$ cat src/rtl/video_timing_gen.sv
// Raster timing generator: hs/vs/de, pixel coordinates and frame/line strobes, start/stop on frame boundaries.
// Optional feature: define VTG_TESTPATTERN_EN for a built-in 8-bar colour source on red/green/blue.
module video_timing_gen #(
  parameter int   H_SYNC     = 128,
  parameter int   H_BP       = 128,
  parameter int   H_ACTIVE   = 800,
  parameter int   H_FP       = 32,
  parameter int   V_SYNC     = 4,
  parameter int   V_BP       = 14,
  parameter int   V_ACTIVE   = 600,
  parameter int   V_FP       = 1,
  parameter logic H_SYNC_POL = 1'b0,
  parameter logic V_SYNC_POL = 1'b0,
  parameter int   CNT_W      = 12,
  parameter int   COORD_W    = 11
) (
  input  logic               pixelClk,
  input  logic               reset,
  input  logic               enable,
  output logic               stopped,
  output logic               hs,
  output logic               vs,
  output logic               de,
  output logic [COORD_W-1:0] pixelX,
  output logic [COORD_W-1:0] pixelY,
  output logic               frameStart,
  output logic               lineStart,
  output logic [7:0]         red,
  output logic [7:0]         green,
  output logic [7:0]         blue
);

  localparam int H_TOTAL = H_SYNC + H_BP + H_ACTIVE + H_FP;
  localparam int V_TOTAL = V_SYNC + V_BP + V_ACTIVE + V_FP;

  if (H_TOTAL > (1 << CNT_W)) begin : g_h_total_chk
    $error("video_timing_gen: H_TOTAL does not fit in CNT_W bits");
  end
  if (V_TOTAL > (1 << CNT_W)) begin : g_v_total_chk
    $error("video_timing_gen: V_TOTAL does not fit in CNT_W bits");
  end
  if (H_ACTIVE > (1 << COORD_W)) begin : g_h_coord_chk
    $error("video_timing_gen: H_ACTIVE does not fit in COORD_W bits");
  end
  if (V_ACTIVE > (1 << COORD_W)) begin : g_v_coord_chk
    $error("video_timing_gen: V_ACTIVE does not fit in COORD_W bits");
  end

  localparam logic [CNT_W-1:0] H_SYNC_END = CNT_W'(H_SYNC);
  localparam logic [CNT_W-1:0] H_ACT_BEG  = CNT_W'(H_SYNC + H_BP);
  localparam logic [CNT_W-1:0] H_ACT_END  = CNT_W'(H_SYNC + H_BP + H_ACTIVE);
  localparam logic [CNT_W-1:0] H_LAST     = CNT_W'(H_TOTAL - 1);
  localparam logic [CNT_W-1:0] V_SYNC_END = CNT_W'(V_SYNC);
  localparam logic [CNT_W-1:0] V_ACT_BEG  = CNT_W'(V_SYNC + V_BP);
  localparam logic [CNT_W-1:0] V_ACT_END  = CNT_W'(V_SYNC + V_BP + V_ACTIVE);
  localparam logic [CNT_W-1:0] V_LAST     = CNT_W'(V_TOTAL - 1);

  localparam logic [0:0] ST_IDLE = 1'b0;
  localparam logic [0:0] ST_RUN  = 1'b1;

  logic [0:0]       state;
  logic [CNT_W-1:0] h_cnt;
  logic [CNT_W-1:0] v_cnt;
  logic             h_last;
  logic             v_last;
  logic             h_act;
  logic             v_act;
  logic             pix_act;

  assign h_last  = (h_cnt == H_LAST);
  assign v_last  = (v_cnt == V_LAST);
  assign h_act   = (h_cnt >= H_ACT_BEG) && (h_cnt < H_ACT_END);
  assign v_act   = (v_cnt >= V_ACT_BEG) && (v_cnt < V_ACT_END);
  assign pix_act = h_act && v_act;

  // stopped is the FSM state itself, so it tracks IDLE exactly.
  assign stopped = (state == ST_IDLE);

  // Frame-boundary FSM: enable is only honoured in IDLE and at the last pixel of a frame.
  always_ff @(posedge pixelClk or posedge reset) begin
    if (reset) begin
      state <= ST_IDLE;
      h_cnt <= '0;
      v_cnt <= '0;
    end else begin
      case (state)
        ST_IDLE: begin
          h_cnt <= '0;
          v_cnt <= '0;
          if (enable) state <= ST_RUN;
        end
        ST_RUN: begin
          if (h_last) begin
            h_cnt <= '0;
            if (v_last) begin
              v_cnt <= '0;
              if (!enable) state <= ST_IDLE;
            end else begin
              v_cnt <= v_cnt + CNT_W'(1);
            end
          end else begin
            h_cnt <= h_cnt + CNT_W'(1);
          end
        end
        default: begin
          state <= ST_IDLE;
          h_cnt <= '0;
          v_cnt <= '0;
        end
      endcase
    end
  end

  // Timing outputs are registered from the current counters, one cycle behind them.
  always_ff @(posedge pixelClk or posedge reset) begin
    if (reset) begin
      hs         <= ~H_SYNC_POL;
      vs         <= ~V_SYNC_POL;
      de         <= 1'b0;
      pixelX     <= '0;
      pixelY     <= '0;
      frameStart <= 1'b0;
      lineStart  <= 1'b0;
    end else if (state == ST_RUN) begin
      hs         <= (h_cnt < H_SYNC_END) ? H_SYNC_POL : ~H_SYNC_POL;
      vs         <= (v_cnt < V_SYNC_END) ? V_SYNC_POL : ~V_SYNC_POL;
      de         <= pix_act;
      pixelX     <= pix_act ? COORD_W'(h_cnt - H_ACT_BEG) : '0;
      pixelY     <= pix_act ? COORD_W'(v_cnt - V_ACT_BEG) : '0;
      frameStart <= (h_cnt == '0) && (v_cnt == '0);
      lineStart  <= (h_cnt == '0);
    end else begin
      hs         <= ~H_SYNC_POL;
      vs         <= ~V_SYNC_POL;
      de         <= 1'b0;
      pixelX     <= '0;
      pixelY     <= '0;
      frameStart <= 1'b0;
      lineStart  <= 1'b0;
    end
  end

`ifdef VTG_TESTPATTERN_EN
  localparam int               BAR_W    = ((H_ACTIVE >> 3) > 0) ? (H_ACTIVE >> 3) : 1;
  localparam logic [CNT_W-1:0] BAR_LAST = CNT_W'(BAR_W - 1);

  logic [CNT_W-1:0] bar_pix;
  logic [2:0]       bar_idx;

  // bar_idx/bar_pix describe the pixel currently in h_cnt; they restart every line.
  always_ff @(posedge pixelClk or posedge reset) begin
    if (reset) begin
      bar_pix <= '0;
      bar_idx <= '0;
    end else if ((state != ST_RUN) || h_last) begin
      bar_pix <= '0;
      bar_idx <= '0;
    end else if (h_act) begin
      if (bar_pix == BAR_LAST) begin
        bar_pix <= '0;
        if (bar_idx != 3'd7) bar_idx <= bar_idx + 3'd1;
      end else begin
        bar_pix <= bar_pix + CNT_W'(1);
      end
    end
  end

  always_ff @(posedge pixelClk or posedge reset) begin
    if (reset) begin
      red   <= 8'h00;
      green <= 8'h00;
      blue  <= 8'h00;
    end else if ((state == ST_RUN) && pix_act) begin
      red   <= {8{~bar_idx[1]}};
      green <= {8{~bar_idx[2]}};
      blue  <= {8{~bar_idx[0]}};
    end else begin
      red   <= 8'h00;
      green <= 8'h00;
      blue  <= 8'h00;
    end
  end
`else
  assign red   = 8'h00;
  assign green = 8'h00;
  assign blue  = 8'h00;
`endif

endmodule
$ cat config.mk
export PLATFORM = sky130hd
export DESIGN_NAME = video_timing_gen
export DESIGN_NICKNAME = d
export VERILOG_FILES = /design/src/rtl/video_timing_gen.sv
export SDC_FILE = /design/constraint.sdc
export NUM_CORES = 1
export LEC_CHECK = 0
export ABC_AREA = 1
export CORE_MARGIN = 5
export CORE_UTILIZATION = 45
export DETAILED_ROUTE_END_ITERATION = 8
export PLACE_DENSITY_LB_ADDON = 0.12
export SKIP_LAST_GASP = 1
export SLEW_MARGIN = 20
export SYNTH_ARGS = -nofsm -noshare
export SYNTH_HDL_FRONTEND = slang
export SYNTH_SLANG_ARGS = --single-unit
$ cat constraint.sdc
create_clock -name pixelClk -period 1.65 [get_ports pixelClk]
set_input_delay 0.33 -clock pixelClk [delete_from_list [all_inputs] [get_ports pixelClk]]
set_output_delay 0.33 -clock pixelClk [all_outputs]
set_load 0.1 [all_outputs]
==> qor.txt <==
switching pwr = 0.0007005 W
Die H = 90.96 microns
fmax = 629.7 MHz
post-route setup TNS = 0 ns
Cell variety after synth = 25
Starting Density = 46.44%
total track usage = 16.37%
drt total wl = 6.787 mm
RR Endpoint = h_cnt[8]
crit-path max FO = 8
Final Hold Vio Count = 0
Via density = 5.014
mean post-synth cell area = 8.014 sq um
RSZ-0062 raised after global routing = true
R2R Path Start = h_cnt[0]
Chip Width = 90.96 microns
mapped cell area = 0.002949 sq mm
status = complete, no violations
commonest non-fill, non-tap cell in the layout = nand2_1
fin nets = 436
Worst-Skew Late Latency = 0.31 ns
CP Data Arrival Time = 1.79 ns
DR iter-0 viols = 192
first-pass detailed-route iteration total = 4
min-delay worst type = in -> async
Bufs on Longest Clock Path = 2
commonest non-fill, non-tap cells in the layout = nand2_1, nor2_1, dfrtp_1
Synth top area share = 42.43%
die area = 0.008273 sq mm
CTS tree = done
Worst Setup Start Kind = flip-flop
sequential-to-total area share from yosys stat = 44.21%
initial antenna violation count = 0
combinational power share = 10.2%
Final period util = 96.24%
crit path time final = 1.588 ns
Peak supply drop = 0.0003654 V
vias in the first global route = 2346
largest net degree at the start of global routing = 23
WL per Instance = 13.57 microns
ant diodes = 0
clock root cell = clkbuf_8
DR vias = 2507
YS warnings = 0
Post-DP HPWL = 5.269 mm
layout cells sized above 1 = 28.37%
Layout area overhead = 33.09%
IO Port Bufs = 30
Congestion Overflow GR = 0
CORE AREA = 0.006350 sq mm
Sink Count = 52
Crit. End Element = flip-flop
Final Max Slew Viols = 0
Final Setup Violations = 0
clk_skew = 0.01210 ns
first-pass GRT wire length = 11.21 mm
RePlAce Congestion = 0.9112
PwrDens = 699.6 mW/mm^2
Area contributors post-synth = dfrtp_1, nand2_1, nor2_1, buf_4, ha_1
synthesized flop and latch total = 52
Pleak = 1.990 nW
flop2flop setup slack = 0.06 ns
Clock transition at path regs = 0.10 ns
Max-Cap Viols = 0
Setup WS post-layout = 0.06204 ns
synthesized instance count = 368
Worst Path Required = 1.86 ns
largest area contributor in the netlist = dfrtp_1
Flop pwr share = 46.4%
R2R cell count = 7
switch share = 25.51%
pre-CTS setup slack = 0.005900 ns
Final ANT Viol Nets = 0
I/O Pins = 55
H-tree depth = 2
CTS buffer count = 5
CP Class = reg -> reg
number of remaining DRC errors = 0
worst setup path start = h_cnt[0]
Clock power frac = 43.5%
Rows = 29
internal power = 0.002045 W
## worst max-delay path by stage
| stage | to | slack, ns | depth (start not counted) |
|---|---|---|---|
| final | h_cnt[8] | 0.06 | 7 |
| after floorplan | pixelX[8] | 0.001 | 7 |
| after CTS | v_cnt[2] | 0.04 | 8 |
| after detailed placement | v_cnt[9] | 0.006 | 7 |
| after global placement | state | 0.008 | 7 |
| after global routing | v_cnt[4] | -0.02 | 9 |
## cell families (layout without fill, tap and decap cells)
family,count (synthesis),count (layout),synth area share (%)
compound gates,14,14,2.376
xor+xnor,9,9,2.673
simple gates,211,211,32.54
flops,52,52,44.21
fa+ha+maj,11,11,4.667
buf+inv,70,102,13.41
other cells,1,24,0.1272
## stage by stage
stage                     hold slack, ns  total power (W)  cell area (sq um)  utilization, %  instances
after floorplan                   0.4295         0.001598               3047               -        391
after CTS                         0.3041         0.002754               3855           60.71        496
final                             0.2912         0.002746               3925           61.81        500
after global routing              0.3352         0.002811               3925           61.81        500
after global placement            0.5179         0.001577               3694           58.17        488
after detailed placement          0.5166         0.001578               3694           58.17        488
## sequential cells by signal, summed over array words and instances, names as in the netlist
name,flops
h_cnt,12
v_cnt,12
pixelX,11
pixelY,11
de,1
frameStart,1
hs,1
lineStart,1
state,1
vs,1
## power groups by stage
stage | registers (W) | clock network [W] | logic [W]
2_1_floorplan | 0.00130 | 0 | 0.000299
3_3_place_gp | 0.00130 | 0 | 0.000279
3_5_place_dp | 0.00130 | 0 | 0.000280
4_1_cts | 0.00127 | 0.00120 | 0.000280
5_1_grt | 0.00127 | 0.00125 | 0.000289
6_report | 0.00127 | 0.00119 | 0.000279
## metal layers
metal	vias to the layer above	track usage (%)	share of wire, %
met5	-	0	0
met4	0	5.134	1.5
met3	9	2.479	7.7
met2	110	24.70	45
met1	1174	24.20	46
li1	1214	-	-
## synthesized netlist by cell type
cell type and count:
dfrtp_1 50, dfstp_2 2, buf_4 24, nor2_2 21
a21oi_1 3, nor3b_1 1, inv_2 7, nand2_2 4
o21ai_0 11, conb_1 1, nand2_4 1, ha_1 11
inv_1 30, xnor2_1 1, nor3_1 12, inv_4 1
buf_2 2, clkbuf_1 1, buf_6 5, nand2_1 74
nand3_1 21, nor2_1 60, nor2_4 2, xor2_1 8
nand4_1 15
## what timing repair did
item                       in CTS  in global routing
hold buffers                    0                  0
setup endpoints to repair       3                 47
pin swaps                       0                  6
gates resized for setup         2                 18
buffers inserted                0                  4
hold endpoints to repair        0                  0
## critical path: stages, from the launching register on
cell	delay, ns
dfrtp_1	0.43
ha_1	0.22
nand2_1	0.10
nor2_1	0.08
nand3_2	0.10
nand2_2	0.12
buf_4	0.20
nor3_1	0.23
## area by class of cell
type                    count  area (sq um)
well taps                  77         96.34
inverters                  38         148.9
multi-input cells         269          1371
fillers                   533          2425
flip-flops and latches     52          1308
clock inverters             3         90.09
repair buffers             56         842.1
clock buffers               5         68.82
No activity file was read; power rests on OpenSTA's default activity.
